--- src/rtl/hs_npu_pkg.sv ---
// Shared types for the NPU gatekeeper result path.
// Holds the common word-count type and the result packer state encoding.
package hs_npu_pkg;

  typedef logic [15:0] uword;

  typedef enum logic [1:0] {
    IDLE    = 2'd0,
    COLLECT = 2'd1,
    DRAIN   = 2'd2,
    DONE    = 2'd3
  } packer_state_e;

endpackage

--- src/rtl/hs_npu_beat_reg.sv ---
// Valid/ready output register for one packed beat.
// Payload, mask and last are frozen while the beat is stalled.
module hs_npu_beat_reg #(
  parameter int WIDTH = 32,
  parameter int LANES = 4
) (
  input  logic                   clk_core,
  input  logic                   rst_core_n,
  input  logic                   load,
  input  logic [LANES*WIDTH-1:0] load_data,
  input  logic [LANES-1:0]       load_mask,
  input  logic                   load_last,
  input  logic                   ready_i,
  output logic                   valid_o,
  output logic [LANES*WIDTH-1:0] out,
  output logic [LANES-1:0]       lane_mask,
  output logic                   last
);

  logic                   valid_r;
  logic [LANES*WIDTH-1:0] data_r;
  logic [LANES-1:0]       mask_r;
  logic                   last_r;

  // Beat register: load on publish, drop valid on handshake, otherwise hold
  always_ff @(posedge clk_core or negedge rst_core_n) begin
    if (!rst_core_n) begin
      valid_r <= 1'b0;
      data_r  <= '0;
      mask_r  <= '0;
      last_r  <= 1'b0;
    end else if (load) begin
      valid_r <= 1'b1;
      data_r  <= load_data;
      mask_r  <= load_mask;
      last_r  <= load_last;
    end else if (ready_i) begin
      valid_r <= 1'b0;
    end else begin
      valid_r <= valid_r;
    end
  end

  assign valid_o   = valid_r;
  assign out       = data_r;
  assign lane_mask = mask_r;
  assign last      = last_r;

endmodule

--- src/rtl/hs_npu_result_packer.sv ---
// Drains the gatekeeper output FIFO and packs LANES words per writeback beat.
// Counts a programmed batch, flags the final beat and pulses done at the end.
module hs_npu_result_packer
  import hs_npu_pkg::*;
#(
  parameter int WIDTH = 32,
  parameter int LANES = 4
) (
  input  logic                   clk_core,
  input  logic                   rst_core_n,
  input  logic                   start,
  input  uword                   expected_words,
  input  logic                   valid_i,
  output logic                   ready_o,
  input  logic [WIDTH-1:0]       in,
  output logic                   valid_o,
  input  logic                   ready_i,
  output logic [LANES*WIDTH-1:0] out,
  output logic [LANES-1:0]       lane_mask,
  output logic                   last,
  output logic                   busy,
  output logic                   done
);

  localparam int LANE_IDX_W = $clog2(LANES);
  localparam int BEAT_W     = LANES * WIDTH;

  packer_state_e         state_r;
  packer_state_e         state_nx_s;
  uword                  remaining_r;
  logic [LANE_IDX_W-1:0] idx_r;
  logic [BEAT_W-1:0]     stage_data_r;
  logic [LANES-1:0]      stage_mask_r;
  logic                  busy_r;
  logic                  done_r;

  logic                  accept_s;
  logic                  final_word_s;
  logic                  publish_s;
  logic [BEAT_W-1:0]     merged_data_s;
  logic [LANES-1:0]      merged_mask_s;

  // A stalled beat blocks intake; otherwise the packer takes one word per cycle
  assign ready_o      = (state_r == COLLECT) && (!valid_o || ready_i);
  assign accept_s     = valid_i && ready_o;
  assign final_word_s = (remaining_r == uword'(1));
  assign publish_s    = accept_s && ((idx_r == LANE_IDX_W'(LANES - 1)) || final_word_s);

  // Staging buffer with the incoming word merged into the current lane
  always_comb begin
    merged_data_s = stage_data_r;
    merged_mask_s = stage_mask_r;
    for (int k = 0; k < LANES; k++) begin
      if (idx_r == LANE_IDX_W'(k)) begin
        merged_data_s[k*WIDTH +: WIDTH] = in;
        merged_mask_s[k]                = 1'b1;
      end else begin
        merged_data_s[k*WIDTH +: WIDTH] = stage_data_r[k*WIDTH +: WIDTH];
        merged_mask_s[k]                = stage_mask_r[k];
      end
    end
  end

  // Next-state logic for the batch sequencer
  always_comb begin
    state_nx_s = state_r;
    case (state_r)
      IDLE: begin
        if (start) begin
          state_nx_s = (expected_words == uword'(0)) ? DONE : COLLECT;
        end else begin
          state_nx_s = IDLE;
        end
      end
      COLLECT: begin
        if (accept_s && final_word_s) begin
          state_nx_s = DRAIN;
        end else begin
          state_nx_s = COLLECT;
        end
      end
      DRAIN: begin
        if (valid_o && ready_i) begin
          state_nx_s = DONE;
        end else begin
          state_nx_s = DRAIN;
        end
      end
      DONE:    state_nx_s = IDLE;
      default: state_nx_s = IDLE;
    endcase
  end

  // State register plus registered busy/done derived from the next state
  always_ff @(posedge clk_core or negedge rst_core_n) begin
    if (!rst_core_n) begin
      state_r <= IDLE;
      busy_r  <= 1'b0;
      done_r  <= 1'b0;
    end else begin
      state_r <= state_nx_s;
      busy_r  <= (state_nx_s == COLLECT) || (state_nx_s == DRAIN);
      done_r  <= (state_nx_s == DONE);
    end
  end

  // Word counter, lane index and staging bank; a publish restarts at lane 0
  always_ff @(posedge clk_core or negedge rst_core_n) begin
    if (!rst_core_n) begin
      remaining_r  <= uword'(0);
      idx_r        <= '0;
      stage_data_r <= '0;
      stage_mask_r <= '0;
    end else if ((state_r == IDLE) && start) begin
      remaining_r  <= expected_words;
      idx_r        <= '0;
      stage_data_r <= '0;
      stage_mask_r <= '0;
    end else if (accept_s) begin
      remaining_r <= remaining_r - uword'(1);
      if (publish_s) begin
        idx_r        <= '0;
        stage_data_r <= '0;
        stage_mask_r <= '0;
      end else begin
        idx_r        <= idx_r + LANE_IDX_W'(1);
        stage_data_r <= merged_data_s;
        stage_mask_r <= merged_mask_s;
      end
    end else begin
      remaining_r <= remaining_r;
    end
  end

  hs_npu_beat_reg #(
    .WIDTH (WIDTH),
    .LANES (LANES)
  ) u_beat_reg (
    .clk_core   (clk_core),
    .rst_core_n (rst_core_n),
    .load       (publish_s),
    .load_data  (merged_data_s),
    .load_mask  (merged_mask_s),
    .load_last  (final_word_s),
    .ready_i    (ready_i),
    .valid_o    (valid_o),
    .out        (out),
    .lane_mask  (lane_mask),
    .last       (last)
  );

  assign busy = busy_r;
  assign done = done_r;

endmodule

--- config.mk ---
export PLATFORM = sky130hd
export DESIGN_NAME = hs_npu_result_packer
export DESIGN_NICKNAME = d
export VERILOG_FILES = /design/src/rtl/hs_npu_pkg.sv /design/src/rtl/hs_npu_beat_reg.sv /design/src/rtl/hs_npu_result_packer.sv
export SDC_FILE = /design/constraint.sdc
export NUM_CORES = 1
export LEC_CHECK = 0
export CAP_MARGIN = 20
export CELL_PAD_IN_SITES_DETAIL_PLACEMENT = 0
export CELL_PAD_IN_SITES_GLOBAL_PLACEMENT = 1
export CORE_UTILIZATION = 40
export CTS_BUF_LIST = sky130_fd_sc_hd__clkbuf_4
export CTS_CLUSTER_DIAMETER = 120
export CTS_CLUSTER_SIZE = 10
export DETAILED_ROUTE_END_ITERATION = 12
export MAX_ROUTING_LAYER = met4
export PLACE_DENSITY = 0.82
export SLEW_MARGIN = 20
export SYNTH_ARGS = -nofsm -noshare
export SYNTH_HDL_FRONTEND = slang
export SYNTH_SLANG_ARGS = --single-unit
--- constraint.sdc ---
create_clock -name clk_core -period 2.37 [get_ports clk_core]
set_input_delay 0.474 -clock clk_core [delete_from_list [all_inputs] [get_ports clk_core]]
set_output_delay 0.474 -clock clk_core [all_outputs]
set_load 0.005 [all_outputs]
Word level (Yosys, flattened, before mapping)
Index checks and enable logic that the tools add are counted.
{"block": "totals", "ff_bits": 288, "latchBits": 0, "ram_bits": 0, "mem_bits_ro": 0, "inputBits": 53, "out_inout_bits": 137, "elab_cells": 64, "memories": 0}
{"block": "classes", "n_addsub": 2, "n_mul": 0, "n_div": 0, "magnitude_cmp": 0, "eq_ne": 10, "shifts": 0, "mux": 26, "bitwise_logic": 0, "reduce_logical": 15}
{"cell": "2-to-1 mux 128 bit", "n": 3}
{"cell": "2-to-1 mux 32 bit", "n": 4}
{"cell": "2-to-1 mux 16 bit", "n": 2}
{"cell": "== test 16 x 1 -> 1 bit (second input constant)", "n": 1}
{"cell": "zero test 16 bit", "n": 1}
{"cell": "subtractor 16 x 1 -> 16 bit (second input constant)", "n": 1}
{"cell": "== test 2 bit (second input constant)", "n": 6}
{"cell": "2-to-1 mux 2 bit", "n": 6}
{"cell": "2-to-1 mux 4 bit", "n": 3}
{"cell": "one-hot mux 2 bit (4 select lines)", "n": 1}
{"cell": "2-to-1 mux 1 bit", "n": 7}
{"cell": "== test 2 x 1 -> 1 bit (second input constant)", "n": 3}
{"cell": "logical AND 1 bit", "n": 6}
{"cell": "zero test 2 bit", "n": 2}
{"cell": "nonzero test 2 bit", "n": 2}
{"cell": "logical OR 1 bit", "n": 3}
{"cell": "adder 2 x 1 -> 2 bit (second input constant)", "n": 1}
{"cell": "zero test 1 bit", "n": 1}

Depth between registers and ports, before layout
Gate-level depths: netlist of the first run.
{"block": "depth", "word_depth": 9, "ltp_mapped": 10, "depth_no_buf": 8}

Modules after synthesis
From an unflattened synthesis of the first run, not the netlist that was laid out.
{"block": "unflattened", "cells_unflattened": 894, "hier_area_um2": 12818.5}
{"module": "hs_npu_result_packer", "instances": 1, "cells_per_inst": 610, "area_per_inst_um2": 7609.8}
{"module": "hs_npu_beat_reg", "instances": 1, "cells_per_inst": 284, "area_per_inst_um2": 5208.7}

Worst setup path before layout of the first run
No wires, ideal clock.
{"block": "synth_path", "path_type": "reg2reg", "start": "register remaining_r[2]", "end": "register stage_data_r[10]", "setup_ns": 0.121, "t_arrival_ns": 1.933, "t_required_ns": 2.249, "path_slack_ns": 0.316, "path_stages_with_launch": 8, "path_cell_list": "dfrtp_1 > or4_4 > nor2_8 > nand3_4 > and3_1 > buf_6 > buf_8 > a22o_1"}
{"block": "synth_between", "elab_chain_cells": 6}
{"item": "start, declared", "line": "hs_npu_result_packer.sv:30", "text": "uword remaining_r;"}
{"item": "start signal, assigned", "line": "hs_npu_result_packer.sv:110", "text": "remaining_r <= uword'(0);"}
{"item": "start signal, assigned", "line": "hs_npu_result_packer.sv:115", "text": "remaining_r <= expected_words;"}
{"item": "start signal, assigned", "line": "hs_npu_result_packer.sv:120", "text": "remaining_r <= remaining_r - uword'(1);"}
{"item": "== test 16 x 1 -> 1 bit", "line": "hs_npu_result_packer.sv:46", "text": "assign final_word_s = (remaining_r == uword'(1));"}
{"item": "logical OR 1 bit", "line": "hs_npu_result_packer.sv:47", "text": "assign publish_s = accept_s && ((idx_r == LANE_IDX_W'(LANES - 1)) || final_word_s);"}
{"item": "logical AND 1 bit", "line": "hs_npu_result_packer.sv:47"}
{"item": "2-to-1 mux 128 bit", "line": "hs_npu_result_packer.sv:121", "text": "if (publish_s) begin"}
{"item": "2-to-1 mux 128 bit", "line": "hs_npu_result_packer.sv:119", "text": "end else if (accept_s) begin"}
{"item": "2-to-1 mux 128 bit", "line": "hs_npu_result_packer.sv:114", "text": "end else if ((state_r == IDLE) && start) begin"}
{"item": "end signal, assigned", "line": "hs_npu_result_packer.sv:127", "text": "stage_data_r <= merged_data_s;"}
{"item": "end, declared", "line": "hs_npu_result_packer.sv:32", "text": "logic [BEAT_W-1:0] stage_data_r;"}
Every way passes these cells. The select of a mux whose other input is x is not followed.
A chain may end at the register's enable or synchronous reset.

Worst setup path in the final report of the first run
{"block": "layout_path", "start": "register remaining_r[3]", "end": "register stage_data_r[77]"}
The elaborated chain is that of the path after synthesis.

==> results of run 1 <==
[synthesized netlist by cell type (all sizes together)]
cell    instances
buf            37
xor2            3
and3           37
o211ai         11
inv             8
a41oi           1
and4            2
o31a            1
nor3b           1
nor4b           1
a32o            1
nand2         183
or2             1
a21o            4
mux2i          96
a32oi           2
clkbuf         39
a22oi          32
or4             1
a22o           96
nor2b           4
o21ai         106
dfrtp         288
o22ai           5
nor4            4
nand4           3
and2            3
nand3          11
a221oi          1
a41o            1
a31oi           1
nand2b          3
nor2           11
nand4b          1
a221o           3
or3             4
ha              7
a21oi           3
o311ai          2
nor3            8
[worst max path at each step]
stage / slack (ps) / end / startpoint
6_report: 150 / stage_data_r[77] / remaining_r[3]
5_1_grt: 3 / stage_data_r[47] / remaining_r[1]
4_1_cts: 120 / stage_data_r[77] / remaining_r[3]
3_5_place_dp: -60 / stage_data_r[16] / valid_i
3_3_place_gp: -20 / stage_data_r[16] / valid_i
2_1_floorplan: 320 / stage_data_r[10] / remaining_r[2]
[state kept, by name (all words and copies together), names as in the netlist]
| register | count |
|---|---|
| u_beat_reg.valid_o | 1 |
| idx_r | 2 |
| stage_data_r | 128 |
| u_beat_reg.last | 1 |
| u_beat_reg.out | 128 |
| busy | 1 |
| state_r | 2 |
| remaining_r | 16 |
| u_beat_reg.lane_mask | 4 |
| stage_mask_r | 4 |
| done | 1 |
[worst max-delay path, stage by stage (launching register included)]
cell	delay (ps)
dfrtp_1	440
or4_4	630
nor2_8	160
nand3_4	140
and3_2	270
buf_12	180
a22o_1	250
[cell type report]
type | count | area, um^2
well taps | 390 | 488
clock inverters | 3 | 63.8
flip-flops and latches | 288 | 7210
fillers | 2676 | 14600
repair buffers | 248 | 2630
inverters | 8 | 30.0
multi-input cells | 654 | 4380
clock buffers | 35 | 263
diodes | 1 | 2.50
[layout by cell type (no fill, tap or decap), drive strengths merged, types with 5 or more instances in the layout]
master	n
o211ai	11
o22ai	5
nor2	11
ha	7
inv	8
buf	59
o21ai	106
a22o	96
clkdlybuf4s50	187
nor3	8
nand3	11
mux2i	96
nand2	183
clkbuf	35
dfrtp	288
and3	37
a22oi	32
[per-layer routing]
| layer | wire length, um | share of wire | global-route usage | vias to the layer above |
|---|---|---|---|---|
| li1 | - | - | - | 4093 |
| met1 | 14500 | 0.47 | 0.284 | 4347 |
| met2 | 14400 | 0.47 | 0.328 | 194 |
| met3 | 1420 | 0.046 | 0.0370 | 37 |
| met4 | 401 | 0.013 | 0.0435 | 0 |
| met5 | 0 | 0 | - | - |
[logic make-up after synthesis]
kind of cell / Yosys count / synth area share
flip-flops: 288 / 0.599
AND/OR/NAND/NOR: 278 / 0.110
AO/OA/AOI/OAI: 270 / 0.161
buffers and inverters: 84 / 0.0410
multiplexers: 96 / 0.0799
adder cells (fa/ha/maj): 7 / 0.00728
XOR/XNOR: 3 / 0.00219
[what timing repair did]
item / 4_1_cts / 5_1_grt
buffers inserted: 2 / 0
gates resized for setup: 3 / 0
hold buffers: 1 / 0
hold endpoints to repair: 67 / 0
endpoints found under the setup margin: 1 / 0
[where the power goes]
part	internal (mW)	switching [mW]	leakage [nW]
clock network	0.909	1.58	0.191
registers	6.74	1.20	3.76
logic	4.05	3.31	3.03
total	11.7	6.09	6.98
[per-stage QoR]
step           setup TNS, ps  area, um^2
3_5_place_dp           -1880       14700
2_1_floorplan              0       12000
4_1_cts                    0       15100
6_report                   0       15100
3_3_place_gp            -360       14700
5_1_grt                    0       15100
==> out/metrics.yaml, run 1 <==
min_path:
  min_path_type: "primary input to register"
  hold_end: "remaining_r[10]"
  holdPathStages: 3
  min-delay-start: "expected_words[10]"
floorplanning:
  io_pins: 190
  rows: 63
  die_w_um: 175
  core_area_mm2: 0.0296
  start_util: 0.406
  dieHeight_um: 175
  die_area_mm2: 0.0308
sta:
  timing.hold.ws_ps: 406
  fin_crit_sh: 0.937
  tightest_slew_ps: 649
  slew_headroom: 0.568
  setup_viol: 0
  period_minus_slack_ps: 2220
  max_freq_mhz: 450
  fin_worst_skew_ps: 42.8
  fin_ws_ps: 149
  rsz0062_at_grt: "false"
  drv_slew: 0
  hold_viol_final: 0
logic_synthesis:
  syn_nets: 1086
  postSynthCellCount: 1026
  yosys_warnings: 0
  avgSynthCellArea_um2: 11.7
  synth_top_area_cell: "dfrtp_1"
  netlist_area_mm2: 0.0120
  yosysSeqAreaShare: 0.599
  ys_ff_latch: 288
  synth.distinct_cells: 52
  synth.top_cell.area_share: 0.599
  synthTopCellsByArea: "dfrtp_1 (60%), mux2i_1 (8.0%), a22o_1 (6.6%)"
global_route:
  first_global_vias: 8721
  overflow: 0
  grt_pass1_wl_um: 49300
  grt_usage: 0.209
  grt_start_max_net_pins: 76
  antenna_found_initial: 1
clock_tree:
  clock_sinks: 288
  cts_max_level: 2
  clock-root-buffer: "clkbuf_4"
  clkTransAtPathRegs_ps: 120
  clockBufferDepth: 3
  cts_tree: "yes"
  cts_buffers: 34
  clk_latency_ps: 630
place:
  dp_hpwl_um: 20800
  dp_slack_ps: -60.7
  globalplace.congestion: 0.822
  placement.io_buffers: 189
  dp.cells: 1585
setup_path:
  r2r_slack_ps: 150
  endpoint_kind: "register"
  cp-start-kind: "register"
  crit_required_ps: 2860
  arrival_ps: 2710
  reg2reg_depth: 6
  crit_fanout: 33
  path_class: "register to register"
  rr_startpoint: "remaining_r[3]"
  rr_endpoint: "stage_data_r[77]"
finish:
  area_growth_pct: 25.2
  final_core_util: 0.508
  finalNetCount: 1294
  stdcell_count: 1627
  layout-drive-gt1-share: 0.104
power:
  ir_drop_v: 0.000556
  p_per_area_mw_per_mm2: 1180
  power_mw: 17.8
  cellLeakagePower_nw: 6.98
route:
  drt_wl_total_um: 30700
  ant_nets: 0
  avgRoutedWirePerCell_um: 18.9
  drtIter0Drc: 428
  vias_per_cell: 5.33
  drc: 0
  vias: 8671
  firstDrtPassIters: 5
flow_run:
  maxCapViolCount: 0
run_status:
  outcome: "completed"
(Power assumes the default switching activity.)
==> run 2, diff against run 1 <==
--- a/config.mk
+++ b/config.mk
@@ -15,6 +15,7 @@
 export DETAILED_ROUTE_END_ITERATION = 12
 export MAX_ROUTING_LAYER = met4
 export PLACE_DENSITY = 0.82
+export SKIP_LAST_GASP = 1
 export SLEW_MARGIN = 20
 export SYNTH_ARGS = -nofsm -noshare
 export SYNTH_HDL_FRONTEND = slang
==> results of run 2 <==
Same layout as run 1: the final DEF is identical, and so are final timing and power.
==> run 3, diff against run 2 <==
--- a/config.mk
+++ b/config.mk
@@ -5,16 +5,17 @@
 export SDC_FILE = /design/constraint.sdc
 export NUM_CORES = 1
 export LEC_CHECK = 0
+export ABC_AREA = 1
 export CAP_MARGIN = 20
 export CELL_PAD_IN_SITES_DETAIL_PLACEMENT = 0
 export CELL_PAD_IN_SITES_GLOBAL_PLACEMENT = 1
 export CORE_UTILIZATION = 40
 export CTS_BUF_LIST = sky130_fd_sc_hd__clkbuf_4
-export CTS_CLUSTER_DIAMETER = 120
+export CTS_CLUSTER_DIAMETER = 30
 export CTS_CLUSTER_SIZE = 10
 export DETAILED_ROUTE_END_ITERATION = 12
 export MAX_ROUTING_LAYER = met4
-export PLACE_DENSITY = 0.82
+export PLACE_DENSITY = 0.86
 export SKIP_LAST_GASP = 1
 export SLEW_MARGIN = 20
 export SYNTH_ARGS = -nofsm -noshare
==> run 3 against run 2 <==
Against the previous run:
- clock power increased by 76%
- highest routed layer unchanged
- area after synthesis increased by 13%
- hold slack worse by 47 ps
- via count is 43% higher
- cell area rose by 12%
- largest cell class unchanged
- fmax increased by 0.81%
- first-iteration DRC count grew 130%
- die area up 13%
- sequential share of layout area is 5.1 points lower
- clock skew up 8.3 ps
- register-to-register slack improved by 130 ps
==> out/metrics.yaml, run 3 <==
power:
  cellLeakagePower_nw: 8.12
  p_per_area_mw_per_mm2: 570
  ir_drop_v: 0.000338
route:
  avgRoutedWirePerCell_um: 17.2
  vias_per_cell: 5.30
  drt_wl_total_um: 40200
  firstDrtPassIters: 5
  drc: 0
  drtIter0Drc: 973
  vias: 12374
  ant_nets: 0
clock_tree:
  clock_sinks: 288
  cts_tree: "yes"
  clock-root-buffer: "clkbuf_4"
  cts_max_level: 3
  clockBufferDepth: 3
  clkTransAtPathRegs_ps: 90
  cts_buffers: 68
  clk_latency_ps: 710
logic_synthesis:
  yosys_warnings: 0
  synthTopCellsByArea: "dfrtp_1 (53%), nand2_1 (12%), o21ai_0 (9.5%)"
  synth.distinct_cells: 26
  yosysSeqAreaShare: 0.529
  syn_nets: 1733
  ys.flop_type: "dfrtp_1"
  synth.most_common_cell: "nand2_1"
  postSynthCellCount: 1673
  async_reset_ff_frac: 1.00
  netlist_top_cells_count: "nand2_1 (453), dfrtp_1 (288), o21ai_0 (258)"
  netlist_area_mm2: 0.0136
  synth_edf_count: 0
  avgSynthCellArea_um2: 8.14
  ys_ff_latch: 288
  synth_top_area_cell: "dfrtp_1"
  synth.top_cell.area_share: 0.529
sta:
  fin_worst_skew_ps: 51.0
  slew_headroom: 0.528
  tightest_slew_ps: 705
  rsz0062_at_grt: "false"
  setup_viol: 0
  period_minus_slack_ps: 2200
  fin_crit_sh: 0.930
  drv_slew: 0
  hold_viol_final: 0
  max_freq_mhz: 454
  fin_ws_ps: 167
  final.setup.tns_ps: 0
setup_path:
  cp_slowest_stage_delay_ps: 500
  path_class: "register to output pin"
  path_cells: "buf_4 -> clkdlybuf4s50_1"
  critical-path-slowest-cell: "clkdlybuf4s50_1"
  endpoint_kind: "output pin"
  cpLargestDelayFamily: "buffers and inverters"
  crit_buf_inv: 2
  cp-start-kind: "register"
  crit_fanout: 2
  arrival_ps: 1730
  crit_required_ps: 1900
place:
  placement.io_buffers: 189
  dp_slack_ps: 123
  globalplace.congestion: 0.870
  dp_hpwl_um: 25300
global_route:
  overflow: 0
  grt_pass1_wl_um: 64800
  grt_start_max_net_pins: 137
  first_global_vias: 11992
  grt_usage: 0.240
  antenna_found_initial: 2
finish:
  finalNetCount: 1896
  layout_common_cells: "nand2_1 (451), dfrtp_1 (288), o21ai_0 (258), clkdlybuf4s50_1 (187), inv_1 (160)"
  layout-drive-gt1-share: 0.0875
  area_growth_pct: 23.7
  final_common_cell: "nand2_1"
min_path:
  min_path_type: "primary input to asynchronous set/reset pin"
floorplanning:
  start_util: 0.406
  rows: 67
  core_area_mm2: 0.0335
  dieHeight_um: 187
  die_w_um: 187
  die_area_mm2: 0.0348
  io_pins: 190
flow_run:
  maxCapViolCount: 0
run_status:
  outcome: "completed"
run 3: changes by cell type in the layout (fill, tap and decap cells not counted), sizes merged, moves of 96 or more:
| cell | before | now |
|---|---|---|
| o21ai | 106 | 263 |
| inv | 8 | 167 |
| nand3 | 11 | 160 |
| nand2 | 183 | 456 |
| mux2i | 96 | 0 |
| nand4 | 3 | 140 |
| a22o | 96 | 0 |
run 3: timing repair:
action,in CTS,in global routing
gates resized for setup,2,0
setup buffers,1,0
hold buffers,1,0
setup endpoints to repair,1,0
hold endpoints to repair,67,0
run 3: kinds of logic (layout without fill, tap and decap cells):
| kind of cell | Yosys count | in the layout | synth area share |
|---|---|---|---|
| buffers and inverters | 296 | 509 | 0.0953 |
| and+or+nand+nor | 802 | 802 | 0.265 |
| adders and majority gates | 7 | 7 | 0.00643 |
| DFF | 288 | 288 | 0.529 |
| other | 0 | 2 | 0 |
| AOI/OAI and AO/OA | 280 | 280 | 0.104 |
run 3: area by class of cell:
cell class | instances | area, um^2
antenna | 2 | 5.00
tap | 448 | 561
sequential | 288 | 7210
timing repair buffer | 226 | 2390
clock inverter | 39 | 324
inverter | 163 | 622
clock buffer | 81 | 608
multi-input combinational | 1089 | 5140
fill | 3256 | 16700
run 3: worst register-to-register path: stages (launching register included):
cell     delay [ps]
dfrtp_1         390
inv_1           110
ha_1            200
nand2_1          80
nor2_1          190
nand2_4         100
nand2_4         250
nand2_4          90
buf_4           310
nand2_1         160
nand2_1          60
run 3: final timing paths:
path / startpoint / slack (ps) / depth (start not counted) / to
worst max-delay path: u_beat_reg.valid_o / 170 / 2 / valid_o
worst min-delay path: rst_core_n / 360 / 2 / stage_data_r[111]
worst max register to register: remaining_r[1] / 280 / 10 / u_beat_reg.out[77]
worst min register to register: u_beat_reg.out[11] / 470 / 2 / u_beat_reg.out[11]
max in group asynchronous: rst_core_n / 1190 / 3 / stage_data_r[12]
min in group clk_core: expected_words[9] / 390 / 3 / remaining_r[9]
run 3: stage by stage:
step,instance area (um^2),cells,utilization,total power [mW],hold WS (ps)
2_1_floorplan,13600,1673,-,5.04,178
6_report,16900,2336,0.503,9.61,360
3_5_place_dp,15900,2212,0.474,5.33,458
3_3_place_gp,15900,2212,0.474,5.33,455
5_1_grt,16900,2336,0.503,9.99,369
4_1_cts,16900,2334,0.503,9.75,330
run 3: where the power goes:
group | internal [mW] | switching (mW) | leakage [nW] | total, mW
Sequential | 4.91 | 0 | 3.30 | 4.91
Combinational | 0.107 | 0.211 | 4.29 | 0.319
Clock | 2.23 | 2.15 | 0.533 | 4.38
run 3: routing by layer:
layer / vias up / routed length, um / share of wire / global-route usage
met5: - / 0 / 0 / -
met4: 0 / 941 / 0.023 / 0.0810
met3: 63 / 2500 / 0.062 / 0.0438
met2: 436 / 18800 / 0.47 / 0.372
met1: 5961 / 17900 / 0.45 / 0.318
li1: 5914 / - / - / -
